## src/rtl/mul_sequencer.sv

```systemverilog
// mul_sequencer: multi-cycle radix-2 shift-add multiplier for the EX stage.
// A MUL instruction in EX is latched and then multiplied one multiplier bit
// per cycle. stall_o freezes IF/ID/EX until the result is ready. Every other
// ALU operation passes through without any stall.
module mul_sequencer #(
    parameter int          WIDTH  = 32,
    parameter logic [3:0]  MUL_OP = 4'b0101
) (
    input  logic             clk_i,
    input  logic             rst_i,
    input  logic             valid_i,
    input  logic [3:0]       ALUCtrl_i,
    input  logic             flush_i,
    input  logic [WIDTH-1:0] data1_i,
    input  logic [WIDTH-1:0] data2_i,
    output logic             stall_o,
    output logic             done_o,
    output logic [WIDTH-1:0] result_o
);

    localparam int CNT_W = (WIDTH > 1) ? $clog2(WIDTH) : 1;
    localparam logic [CNT_W-1:0] CNT_LAST = CNT_W'(WIDTH - 1);

    typedef enum logic [1:0] {
        IDLE = 2'd0,
        BUSY = 2'd1,
        DONE = 2'd2
    } state_t;

    state_t           state_reg;
    logic [CNT_W-1:0] cnt_reg;
    logic [WIDTH-1:0] acc_reg;
    logic [WIDTH-1:0] mcand_reg;
    logic [WIDTH-1:0] mplier_reg;
    logic [WIDTH-1:0] result_reg;
    logic             done_reg;

    logic             start;
    logic [WIDTH-1:0] acc_next;

    // A new multiply may only begin from a valid, unsquashed MUL in EX.
    always_comb begin
        start = valid_i && (ALUCtrl_i == MUL_OP) && !flush_i;
    end

    // Partial-product accumulation for the current multiplier bit; wraps mod 2^WIDTH.
    always_comb begin
        acc_next = acc_reg;
        if (mplier_reg[0]) begin
            acc_next = acc_reg + mcand_reg;
        end
    end

    // Stall covers the launch cycle and every BUSY cycle; it drops in DONE so
    // the pipeline advances on that edge. Flush and reset release it at once.
    always_comb begin
        stall_o = !rst_i && !flush_i &&
                  (((state_reg == IDLE) && start) || (state_reg == BUSY));
    end

    // done_o is the registered DONE flag, masked when the MUL is being squashed.
    always_comb begin
        done_o   = done_reg && !flush_i;
        result_o = result_reg;
    end

    // Sequencer FSM with its datapath registers and registered result/done.
    always_ff @(posedge clk_i or posedge rst_i) begin
        if (rst_i) begin
            state_reg  <= IDLE;
            cnt_reg    <= '0;
            acc_reg    <= '0;
            mcand_reg  <= '0;
            mplier_reg <= '0;
            result_reg <= '0;
            done_reg   <= 1'b0;
        end else begin
            case (state_reg)
                IDLE: begin
                    done_reg <= 1'b0;
                    if (start) begin
                        mcand_reg  <= data1_i;
                        mplier_reg <= data2_i;
                        acc_reg    <= '0;
                        cnt_reg    <= '0;
                        state_reg  <= BUSY;
                    end
                end
                BUSY: begin
                    if (flush_i) begin
                        // Squashed MUL: abandon the partial product, keep the old result.
                        state_reg <= IDLE;
                        done_reg  <= 1'b0;
                    end else begin
                        acc_reg    <= acc_next;
                        mcand_reg  <= mcand_reg << 1;
                        mplier_reg <= mplier_reg >> 1;
                        cnt_reg    <= cnt_reg + 1'b1;
                        // Always WIDTH iterations; no early exit on a zero multiplier.
                        if (cnt_reg == CNT_LAST) begin
                            result_reg <= acc_next;
                            done_reg   <= 1'b1;
                            state_reg  <= DONE;
                        end
                    end
                end
                DONE: begin
                    // The finished MUL is still in EX here, so start is not sampled.
                    done_reg  <= 1'b0;
                    state_reg <= IDLE;
                end
                default: begin
                    state_reg <= IDLE;
                    done_reg  <= 1'b0;
                end
            endcase
        end
    end

endmodule
```

## config.mk

```make
export PLATFORM = sky130hd
export DESIGN_NAME = mul_sequencer
export DESIGN_NICKNAME = d
export VERILOG_FILES = /design/src/rtl/mul_sequencer.sv
export SDC_FILE = /design/constraint.sdc
export NUM_CORES = 1
export LEC_CHECK = 0
export ABC_AREA = 1
export CELL_PAD_IN_SITES_DETAIL_PLACEMENT = 0
export CELL_PAD_IN_SITES_GLOBAL_PLACEMENT = 1
export CORE_MARGIN = 3
export CORE_UTILIZATION = 44
export DETAILED_ROUTE_END_ITERATION = 7
export PLACE_DENSITY = 0.84
export SETUP_SLACK_MARGIN = 0.1
export SLEW_MARGIN = 10
export SYNTH_ARGS = -nofsm -noshare
export SYNTH_HDL_FRONTEND = slang
export SYNTH_SLANG_ARGS = --single-unit
```

## constraint.sdc

```tcl
create_clock -name clk_i -period 6.8 [get_ports clk_i]
set_input_delay 1.02 -clock clk_i [delete_from_list [all_inputs] [get_ports clk_i]]
set_output_delay 1.02 -clock clk_i [all_outputs]
set_load 0.05 [all_outputs]
```

# After elaboration in Yosys (flattened, before gate mapping)
# Index checks and enable logic that the tools add are counted.
[totals] input_bits=72 register_bits=136 output_inout_bits=34
[op_classes] mux=20 n_reduce_logical=14 n_bitwise=1 add_sub_neg=2 eq_ne=6
[op_table] cell="$mux W32" count=7
[op_table] cell="$pmux W32 S2" count=3
[op_table] cell="$add A32 B32 Y32" count=1
[op_table] cell="$mux W5" count=2
[op_table] cell="$pmux W5 S2" count=1
[op_table] cell="$logic_and A1 B1 Y1" count=6
[op_table] cell="$mux W2" count=3
[op_table] cell="$reduce_and A3 Y1" count=2
[op_table] cell="$add A5 B1 Y5 const B" count=1
[op_table] cell="$eq A5 B5 Y1 const B" count=1
[op_table] cell="$eq A4 B3 Y1 const B" count=1
[op_table] cell="$ne A2 B2 Y1 const B" count=2
[op_table] cell="$pmux W2 S2" count=1
[op_table] cell="$mux W1" count=3
[op_table] cell="$ne A3 B2 Y1 const B" count=1
[op_table] cell="$eq A2 B1 Y1 const B" count=1
[op_table] cell="$logic_not A1 Y1" count=2
[op_table] cell="$logic_not A2 Y1" count=1
[op_table] cell="$reduce_and A2 Y1" count=1
[op_table] cell="$reduce_bool A2 Y1" count=1
[op_table] cell="$logic_or A1 B1 Y1" count=1
[op_table] cell="$not A1 Y1" count=1

# Depth between registers and ports, before layout
# Gate-level depths: netlist (run 1).
[depth] word_depth=6 mapped_depth=14 ltp_nobuf=13

# Worst setup path after synthesis (run 1)
# Ideal clock, no wire load.
[synth_path] kind="input port to output port" start="input flush_i" end="output stall_o" t_required_ns=5.780 slack_ns=3.356 arrival_ns=2.424 path_stages=6 cell_sequence="nor3_1 > nand3b_1 > nor2_2 > nor2_4 > clkbuf_1 > nor2_1"
[synth_between] elab_chain_len=5
[synth_rtl] item="from (decl)" line_no="13" text="input logic flush_i,"
[synth_rtl] item="$logic_not A1 Y1 *" line_no="43, 57"
[synth_rtl] item="$logic_and A1 B1 Y1" line_no="43" text="start = valid_i && (ALUCtrl_i == MUL_OP) && !flush_i;"
[synth_rtl] item="$logic_and A1 B1 Y1" line_no="58" text="(((state_reg == IDLE) && start) || (state_reg == BUSY));"
[synth_rtl] item="$logic_or A1 B1 Y1" line_no="58"
[synth_rtl] item="$logic_and A1 B1 Y1 *" line_no="57" text="stall_o = !rst_i && !flush_i &&"
[synth_rtl] item="to (decl)" line_no="16" text="output logic stall_o,"
# Every way passes the cells marked *; elsewhere a longest branch is shown, timed or not.

# Worst setup path in the final report (run 1)
# Ends and elaborated chain as after synthesis.

==> summary.md, run 1 <==
| Metric | Value |
|---|---|
| Slew HR | `0.4388` |
| Hold/Removal Path Class | `reg -> reg` |
| VDD IR max | `0.1930 mV` |
| CTS tree | `done` |
| Setup CP Type | `in -> out` |
| Clk_lat worst skew | `approximately 0.42 ns` |
| Post-CTS Resized | `0` |
| Area of the mapped netlist | `roughly 8500 sq um` |
| Number of flops mapped to enable cells by yosys | `0` |
| P per Cell Area | `between 300 and 400 nW/um^2` |
| Setup TNS | `0 ns` |
| Max-Cap Viols | `0` |
| Die Span X | `145.1 microns` |
| Share of cells above drive strength 1 | `0.04893` |
| Run status | `finished clean` |
| Routed wire per std cell | `14.08 microns` |
| Via density | `4.918` |
| Most used DFF post-synth | `dfrtp_1` |
| Clock transition at the registers of the reported paths | `~0.06 ns` |
| Worst Max-Slew Pin Slew | `roughly 0.84 ns` |
| Critical Path Max Stage Delay | `0.73 ns` |
| CTS Root Buffer Type | `clkbuf_16` |
| FP Rows | `50` |
| First-pass GRT wire length | `approximately 37000 microns` |
| Reg2reg path depth | `10` |
| CP max FO | `29` |
| CP Launch Type | `primary input` |
| Total Power | `approximately 3.4 mW` |
| Reg2reg start | `state_reg[1]` |
| Pleak | `~5.3 nW` |
| Vias in the first global route | `~7500` |
| Antenna diodes | `0` |
| Via count | `~7700` |
| Critical path's slowest cell | `clkdlybuf4s50_1` |
| Final min period | `between 4 and 5 ns` |
| Total GRT Usage | `0.2160` |
| Post-synth ARST share | `1.000` |
| Ys Warns | `0` |
| Core Box Area | `around 19000 sq um` |
| Post-Synthesis Cells | `1212` |
| WL final | `about 22000 microns` |
| Clock skew | `approximately 0.010 ns` |
| Critical-path cell list | `clkdlybuf4s50_1 > nor2_2 > buf_4 > nor2_4 > nor2_1 > clkdlybuf4s50_1` |
| Max Clk Rate | `approximately 230 MHz` |
| Syn_area_per_cell | `around 7 sq um` |
| Antenna viol nets, final | `0` |
| Slew Viols, Final | `0` |
| Fin. Hold Viols | `0` |
| Initial antenna violation count | `0` |
| Syn nets | `around 1300` |
| Critical path capture point type | `output pin` |
| H-tree lvl count | `4` |
| Dpl cells | `between 1500 and 2000` |
| Die Height | `145.1 microns` |
| Largest net degree at the start of global routing | `90` |
| Final std cells w/o fill | `between 1500 and 2000` |
| IO buf count | `105` |
| Min-delay src | `result_o[0]` |
| Worst hold slack | `0.4723 ns` |
| Critical Path RT | `5.78 ns` |
| Clk sinks | `136` |
| Critical Path AT | `around 3.4 ns` |
| Worst hold endpoint | `result_o[0]` |
| I/O pin count | `roughly 110` |
| Area grow syn2layout | `21.11%` |
| GR Overflow Total | `0` |
| Fin crit share | `0.6471` |
| NumNets Final | `1401` |
| Worst reg-to-reg setup slack | `roughly 3.5 ns` |
| Dpl hpwl | `16010 microns` |
| Yosys reg bits | `between 100 and 150` |
| FF-to-FF End | `mplier_reg[1]` |
| CTS max path bufs | `2` |
| Final setup violation count | `0` |
| Register area share after synthesis | `0.3999` |
| Post-CTS Setup Bufs | `0` |
| Most used cell, CP | `clkdlybuf4s50_1` |
| Total CTS buffers | `17` |
| Pre-antenna DRT Iters | `5` |
| Die area | `21050 sq um` |
| 1st-iter DRT viols | `377` |
| Unrepaired setup endpoints after global routing | `false` |
| Netlist cell types | `33` |
| Initial Util | `0.4520` |
| Gpl congestion | `0.8904` |
| # hold bufs at CTS | `0` |
| DRC | `0` |
| Min-Delay Path Depth | `2` |
Yosys cell counts (2+ instances only):
library cell | number | area (sq um)
nand3_1 | 93 | 465.5
o21ai_0 | 38 | 190.2
dfrtp_1 | 136 | 3403
inv_2 | 4 | 15.01
nor2_2 | 2 | 12.51
nor2_4 | 3 | 33.78
mux2i_1 | 2 | 20.02
nand4_1 | 4 | 25.02
o21bai_1 | 3 | 22.52
o21ai_1 | 54 | 270.3
nor2_1 | 46 | 172.7
xnor2_1 | 8 | 70.07
o211ai_1 | 64 | 480.5
xor2_1 | 7 | 61.31
o22ai_1 | 5 | 31.28
ha_1 | 33 | 412.9
buf_4 | 7 | 52.55
and2_1 | 3 | 18.77
buf_2 | 12 | 60.06
inv_1 | 201 | 754.5
or2_2 | 16 | 100.1
a21oi_1 | 21 | 105.1
clkbuf_1 | 26 | 97.59
nor3_1 | 4 | 20.02
nand2_1 | 412 | 1546
logic make-up (layout without fill, tap and decap cells):
kind of cell | Yosys count | in the layout | synth area share
AND/OR/NAND/NOR | 584 | 584 | 0.2823
flip-flops | 136 | 136 | 0.3999
XOR/XNOR | 15 | 15 | 0.01544
adder cells (fa/ha/maj) | 34 | 34 | 0.05087
AO/OA/AOI/OAI | 188 | 188 | 0.1319
buffers and inverters | 253 | 349 | 0.1173
multiplexers | 2 | 2 | 0.002352
area by class of cell:
cell class | instances | area [sq um]
Sequential cell | 136 | 3403
Multi-Input combinational cell | 823 | 4109
Clock inverter | 15 | 167.7
Tap cell | 260 | 325.3
Inverter | 206 | 780.7
Clock buffer | 17 | 425.4
Timing Repair Buffer | 111 | 1096
Fill cell | 1854 | 8523
cells in the final DEF (no fill, tap or decap), types with 2 or more instances in the layout:
| cell | n |
|---|---|
| clkinv_2 | 3 |
| o21ai_1 | 54 |
| nor3_1 | 4 |
| o211ai_1 | 64 |
| clkinv_4 | 5 |
| a21oi_1 | 21 |
| mux2i_1 | 2 |
| nand3_1 | 93 |
| buf_4 | 6 |
| o21bai_1 | 3 |
| inv_1 | 200 |
| or2_2 | 16 |
| bufinv_16 | 2 |
| nor2_4 | 3 |
| nor2_2 | 2 |
| xnor2_1 | 8 |
| clkdlybuf4s50_1 | 105 |
| dfrtp_1 | 136 |
| inv_2 | 3 |
| o21ai_0 | 38 |
| nand2_1 | 412 |
| nand4_1 | 4 |
| inv_6 | 4 |
| o22ai_1 | 5 |
| and2_1 | 3 |
| nor2_1 | 46 |
| clkbuf_16 | 17 |
| inv_8 | 2 |
| ha_1 | 33 |
| xor2_1 | 7 |
critical path, delay by kind of cell:
family / cells / cell delay, ns
buf+inv: 3 / 1.52
simple gates: 3 / 0.81
power breakdown:
| part | switching, mW | internal, mW | leakage [nW] |
|---|---|---|---|
| clock | 0.393 | 0.549 | 0.296 |
| sequential | 0.135 | 0.993 | 1.74 |
| combinational | 0.812 | 0.477 | 3.23 |
| total | 1.34 | 2.02 | 5.27 |
how the worst max path moves through the flow:
stage          startpoint          to  slack (ns)
2_1_floorplan       rst_i  acc_reg[0]        2.14
5_1_grt           flush_i     stall_o        2.31
3_5_place_dp      flush_i     stall_o        2.41
6_report          flush_i     stall_o        2.40
3_3_place_gp      flush_i     stall_o        2.41
4_1_cts           flush_i     stall_o        2.40
metal layers:
layer,vias up,wire (microns),global-route usage
li1,4008,-,-
met1,3528,11160,0.3174
met2,153,9426,0.3291
met3,23,1229,0.04403
met4,0,258,0.05271
met5,-,0,0
per-stage QoR:
stage	utilization	area (sq um)	setup WS [ns]
final	0.5474	10310	2.399
after global routing	0.5474	10310	2.313
after CTS	0.5474	10310	2.397
after detailed placement	0.5159	9714	2.406
after global placement	0.5159	9714	2.407
after floorplan	-	8511	2.141
Note: power is estimated with default switching activity, not from simulation.
==> inputs of run 2 (changes only) <==
--- a/config.mk
+++ b/config.mk
@@ -9,9 +9,9 @@
 export CELL_PAD_IN_SITES_DETAIL_PLACEMENT = 0
 export CELL_PAD_IN_SITES_GLOBAL_PLACEMENT = 1
 export CORE_MARGIN = 3
-export CORE_UTILIZATION = 44
+export CORE_UTILIZATION = 41
 export DETAILED_ROUTE_END_ITERATION = 7
-export PLACE_DENSITY = 0.84
+export PLACE_DENSITY = 0.78
 export SETUP_SLACK_MARGIN = 0.1
 export SLEW_MARGIN = 10
 export SYNTH_ARGS = -nofsm -noshare
==> constraint.sdc (replaced) <==
create_clock -name clk_i -period 4.6 [get_ports clk_i]
set_input_delay 0.69 -clock clk_i [delete_from_list [all_inputs] [get_ports clk_i]]
set_output_delay 0.69 -clock clk_i [all_outputs]
set_load 0.05 [all_outputs]
==> summary.md, run 2 (synthesis results as in run 1) <==
| Metric | Value |
|---|---|
| Run status | `finished clean` |
| Antenna diodes | `0` |
| CP Launch Point | `flush_i` |
| Final setup violation count | `0` |
| Slew HR | `0.2579` |
| WL final | `22960 microns` |
| Fin. Hold Viols | `0` |
| Max Clk Rate | `about 300 MHz` |
| Worst hold slack | `0.4818 ns` |
| Die Span X | `150.1 microns` |
| Most used cell, CP | `clkdlybuf4s50_1` |
| NumNets Final | `about 1400` |
| I/O pin count | `roughly 110` |
| Clock skew | `0.01436 ns` |
| Max-Cap Viols | `0` |
| CP Launch Type | `primary input` |
| Dpl hpwl | `roughly 17000 microns` |
| 1st-iter DRT viols | `440` |
| Die area | `22520 sq um` |
| Final min period | `3.384 ns` |
| Hold/Removal Path Class | `reg -> reg` |
| Setup CP Type | `in -> out` |
| Initial Util | `0.4193` |
| Pre-antenna DRT Iters | `5` |
| Met2 usage | `0.3215` |
| GRT busiest layer | `met2` |
| Total Power | `between 4 and 5 mW` |
| Initial antenna violation count | `0` |
| H-tree lvl count | `4` |
| Commonest non-fill, non-tap cell in the layout | `nand2_1` |
| DRC | `0` |
| Pleak | `~5.3 nW` |
| Reg2reg start | `acc_reg[0]` |
| GR Overflow Total | `0` |
| FP Rows | `52` |
| CP max FO | `5` |
| Post-CTS Setup Bufs | `0` |
| VDD IR max | `between 0.2 and 0.3 mV` |
| Setup crit end | `stall_o` |
| # fillers | `2066` |
| M3 GR Usage | `0.06269` |
| Routed wire per std cell | `14.51 microns` |
| Critical Path Max Stage Delay | `about 0.80 ns` |
| Critical-path cell list | `clkdlybuf4s50_1 > nor3_1 > nand3b_1 > nor2_2 > nor2_4 > nor2_1 > clkdlybuf4s50_1` |
| Core Box Area | `~20000 sq um` |
| Slew Viols, Final | `0` |
| CTS tree | `done` |
| Die Height | `between 150 and 200 microns` |
| Total GRT Usage | `0.2154` |
| Unrepaired setup endpoints after global routing | `false` |
| Met1 GRT Util | `0.3092` |
| Share of cells above drive strength 1 | `0.05183` |
| Area grow syn2layout | `21.49%` |
| Critical Path RT | `a little under 4 ns` |
| Worst Max-Slew Pin Slew | `between 1 and 1.5 ns` |
| Largest net degree at the start of global routing | `~130` |
| Post-CTS Resized | `0` |
| CTS max path bufs | `2` |
| Vias in the first global route | `between 7000 and 8000` |
| # hold bufs at CTS | `0` |
| Clock transition at the registers of the reported paths | `around 0.070 ns` |
| Fin crit share | `0.7357` |
| Commonest cells after routing, fill and taps aside | `412 x nand2_1, 200 x inv_1, 136 x dfrtp_1` |
| CTS Root Buffer Type | `clkbuf_16` |
| FF-to-FF End | `acc_reg[20]` |
| Critical path capture point type | `output pin` |
| Worst reg-to-reg setup slack | `2.17 ns` |
| Via density | `4.875` |
| Clk sinks | `around 140` |
| IO buf count | `~110` |
| Gpl congestion | `0.8804` |
| Clk_lat worst skew | `~0.43 ns` |
| Antenna viol nets, final | `0` |
| Total CTS buffers | `17` |
| Setup TNS | `0 ns` |
| First-pass GRT wire length | `roughly 38000 microns` |
| Critical path's slowest cell | `clkdlybuf4s50_1` |
| Reg2reg path depth | `12` |
| Critical Path AT | `roughly 2.7 ns` |
| Via count | `just under 8000` |
| P per Cell Area | `approximately 480 nW/um^2` |
-- run 2: changes by cell type in the layout (fill, tap and decap cells not counted), sizes merged --
cell / change
buf: +4
bufinv: -2
clkinv: -5
inv: +7
-- run 2: through the flow --
step	cells	util	setup WS [ns]	instance area, sq um
after CTS	1582	0.5094	1.183	10340
after detailed placement	1550	0.4813	1.186	9769
final	1582	0.5094	1.216	10340
after global placement	1550	0.4813	1.204	9769
after floorplan	1212	-	0.2705	8511
after global routing	1582	0.5094	1.096	10340
-- run 2: power by group --
part           total (mW)  switching, mW  internal [mW]  leakage, nW
logic                1.92           1.22          0.708         3.26
clock network        1.35          0.627          0.723        0.285
registers            1.66          0.192           1.47         1.74
total                4.93           2.04           2.90         5.29
-- run 2: area by class of cell --
type                       instances  area, sq um  share of cell area
clock inverter                    15        145.1             0.01404
multi-input combinational        823         4109              0.3974
sequential                       136         3403              0.3291
inverter                         206        780.7             0.07551
tap                              270        337.8             0.03267
clock buffer                      17        425.4             0.04114
timing repair buffer             115         1139              0.1101
-- run 2: critical path: cells and delay by family --
| family | cells | cell delay (ns) |
|---|---|---|
| simple gates | 5 | 0.73 |
| buf+inv | 2 | 1.26 |
-- run 2: worst min-delay path by stage --
stage                      start            to  slack, ns  depth (start not counted)
finish               result_o[7]   result_o[7]       0.48                          2
CTS                 result_o[28]  result_o[28]       0.48                          2
global route        result_o[27]  result_o[27]       0.50                          2
global placement    result_o[29]  result_o[29]       0.46                          2
detailed placement  result_o[26]  result_o[26]       0.46                          2
floorplan             cnt_reg[4]    cnt_reg[4]       0.46                          2
-- run 2: per-layer routing --
metal / up-vias / share of wire
met2: 157 / 0.43
met1: 3514 / 0.50
met4: 0 / 0.015
li1: 4019 / -
met3: 23 / 0.060
met5: - / 0
==> inputs of run 3 (changes only) <==
--- a/config.mk
+++ b/config.mk
@@ -9,9 +9,9 @@
 export CELL_PAD_IN_SITES_DETAIL_PLACEMENT = 0
 export CELL_PAD_IN_SITES_GLOBAL_PLACEMENT = 1
 export CORE_MARGIN = 3
-export CORE_UTILIZATION = 41
+export CORE_UTILIZATION = 37
 export DETAILED_ROUTE_END_ITERATION = 7
-export PLACE_DENSITY = 0.78
+export PLACE_DENSITY = 0.75
 export SETUP_SLACK_MARGIN = 0.1
 export SLEW_MARGIN = 10
 export SYNTH_ARGS = -nofsm -noshare
==> constraint.sdc (replaced) <==
create_clock -name clk_i -period 3 [get_ports clk_i]
set_input_delay 0.45 -clock clk_i [delete_from_list [all_inputs] [get_ports clk_i]]
set_output_delay 0.45 -clock clk_i [all_outputs]
set_load 0.05 [all_outputs]
==> summary.md, run 3 (synthesis results as in run 1) <==
| Metric | Value |
|---|---|
| Run status | `finished clean` |
| Worst Max-Slew Pin Slew | `1.159 ns` |
| Share of cells above drive strength 1 | `0.05403` |
| Family with the most delay on the worst path | `simple AND/OR/NAND/NOR gates` |
| Fin crit share | `0.8257` |
| First-pass GRT wire length | `39000 microns` |
| Critical path capture point type | `output pin` |
| Post-CTS Resized | `0` |
| Critical Path RT | `2.55 ns` |
| 1st-iter DRT viols | `approximately 440` |
| Clk sinks | `136` |
| Clk pwr share | `0.283` |
| Sequential power share | `0.333` |
| Core Box Area | `22230 sq um` |
| Largest net degree at the start of global routing | `between 100 and 150` |
| H-tree lvl count | `4` |
| P per Cell Area | `between 700 and 800 nW/um^2` |
| WP buf/inv | `2` |
| WL final | `23570 microns` |
| Critical Path Max Stage Delay | `0.48 ns` |
| Antenna diodes | `0` |
| Gate power share | `0.384` |
| Pre-antenna DRT Iters | `5` |
| Antenna viol nets, final | `0` |
| Internal power | `about 4.6 mW` |
| GR Overflow Total | `0` |
| Max-Cap Viols | `0` |
| Hold/Removal Path Class | `in -> async` |
| Initial antenna violation count | `0` |
| FP Rows | `54` |
| CP Launch Type | `primary input` |
| Final min period | `between 2 and 2.5 ns` |
| Dpl hpwl | `around 18000 microns` |
| Unrepaired setup endpoints after global routing | `false` |
| Clock skew | `between 0.01 and 0.015 ns` |
| Commonest cells after routing, fill and taps aside | `412 x nand2_1, 200 x inv_1, 136 x dfrtp_1` |
| CTS tree | `done` |
| NumNets Final | `1407` |
| Via density | `a little under 5` |
| Total CTS buffers | `17` |
| Dpl cells | `1562` |
| Die Span X | `around 160 microns` |
| Post-CTS Setup Bufs | `0` |
| I/O pin count | `106` |
| Clk_lat worst skew | `0.43 ns` |
| Via count | `around 7700` |
| CTS max path bufs | `2` |
| IO buf count | `105` |
| VDD IR max | `between 0.3 and 0.4 mV` |
| Vias in the first global route | `roughly 7600` |
| Initial Util | `0.3829` |
| Die Height | `~160 microns` |
| Gpl congestion | `~0.87` |
| Worst reg-to-reg setup slack | `between 0.5 and 0.6 ns` |
| CTS Root Buffer Type | `clkbuf_16` |
| Critical Path AT | `2.03 ns` |
| P_sw | `3.068 mW` |
| Critical-path cell list | `clkdlybuf4s50_1 > nor3_1 > nand3b_1 > nor2_2 > nor2_4 > nor2_1 > buf_12` |
| Pleak | `~5.3 nW` |
| Final std cells w/o fill | `between 1500 and 2000` |
| Fin. Hold Viols | `0` |
| Setup CP Type | `in -> out` |
| # hold bufs at CTS | `0` |
| Routed wire per std cell | `14.79 microns` |
| Sw Share | `0.3995` |
| Area grow syn2layout | `22.73%` |
| Slew HR | `0.2272` |
| Slew Viols, Final | `0` |
| DRC | `0` |
| Total Power | `around 7.7 mW` |
| Total GRT Usage | `0.2001` |
| CP max FO | `8` |
| Die area | `around 25000 sq um` |
| Max Clk Rate | `approximately 400 MHz` |
| Critical path's slowest cell | `clkdlybuf4s50_1` |
| Clock transition at the registers of the reported paths | `roughly 0.060 ns` |
| Final setup violation count | `0` |
| Final core occ | `0.4699` |
| Commonest non-fill, non-tap cell in the layout | `nand2_1` |
| Setup TNS | `0 ns` |
## run 3: changes by cell type in the layout (fill, tap and decap cells not counted), sizes merged
| cell | previous run | this run |
|---|---|---|
| buf | 10 | 13 |
| clkdlybuf4s50 | 105 | 104 |
| bufinv | 0 | 2 |
| inv | 217 | 209 |
| clkinvlp | 0 | 5 |
| clkbuf | 17 | 18 |
## run 3: cell type report
type | count | area (sq um)
inverters | 206 | 779.5
clock buffers | 18 | 439.2
repair buffers | 117 | 1201
multi-input cells | 823 | 4109
well taps | 280 | 350.3
flip-flops and latches | 136 | 3403
clock inverters | 14 | 162.7
fillers | 2244 | 11780
## run 3: worst paths after layout
path	start	end	depth (start not counted)
max	flush_i	stall_o	7
min	rst_i	result_o[22]	2
max reg2reg	mcand_reg[0]	result_o[20]	12
min reg2reg	result_o[1]	result_o[1]	2
max in group asynchronous	rst_i	acc_reg[8]	3
min in group clk_i	result_o[1]	result_o[1]	2
## run 3: per-layer routing
layer,vias up,GRT usage,wire (microns)
met1,3489,0.2923,11950
met3,15,0.04866,1132
met2,152,0.2990,10200
met5,-,0,0
met4,0,0.04835,285
li1,4022,-,-
## run 3: metrics by stage
stage | hold slack (ns) | instance area, sq um | worst slack [ns]
after detailed placement | 0.4608 | 9843 | 0.4819
after global routing | 0.4640 | 10450 | 0.3775
after global placement | 0.4585 | 9843 | 0.5299
after floorplan | 0.4594 | 8514 | 0.6965
after CTS | 0.4466 | 10450 | 0.5123
final | 0.4415 | 10450 | 0.5228
## run 3: power by group through the flow
stage          clock network, mW  registers (mW)  logic (mW)
3_3_place_gp                   0            2.58        2.94
6_report                    2.17            2.56        2.95
4_1_cts                     2.23            2.56        2.97
2_1_floorplan                  0            2.47        2.22
5_1_grt                     2.31            2.61        3.44
3_5_place_dp                   0            2.58        2.95
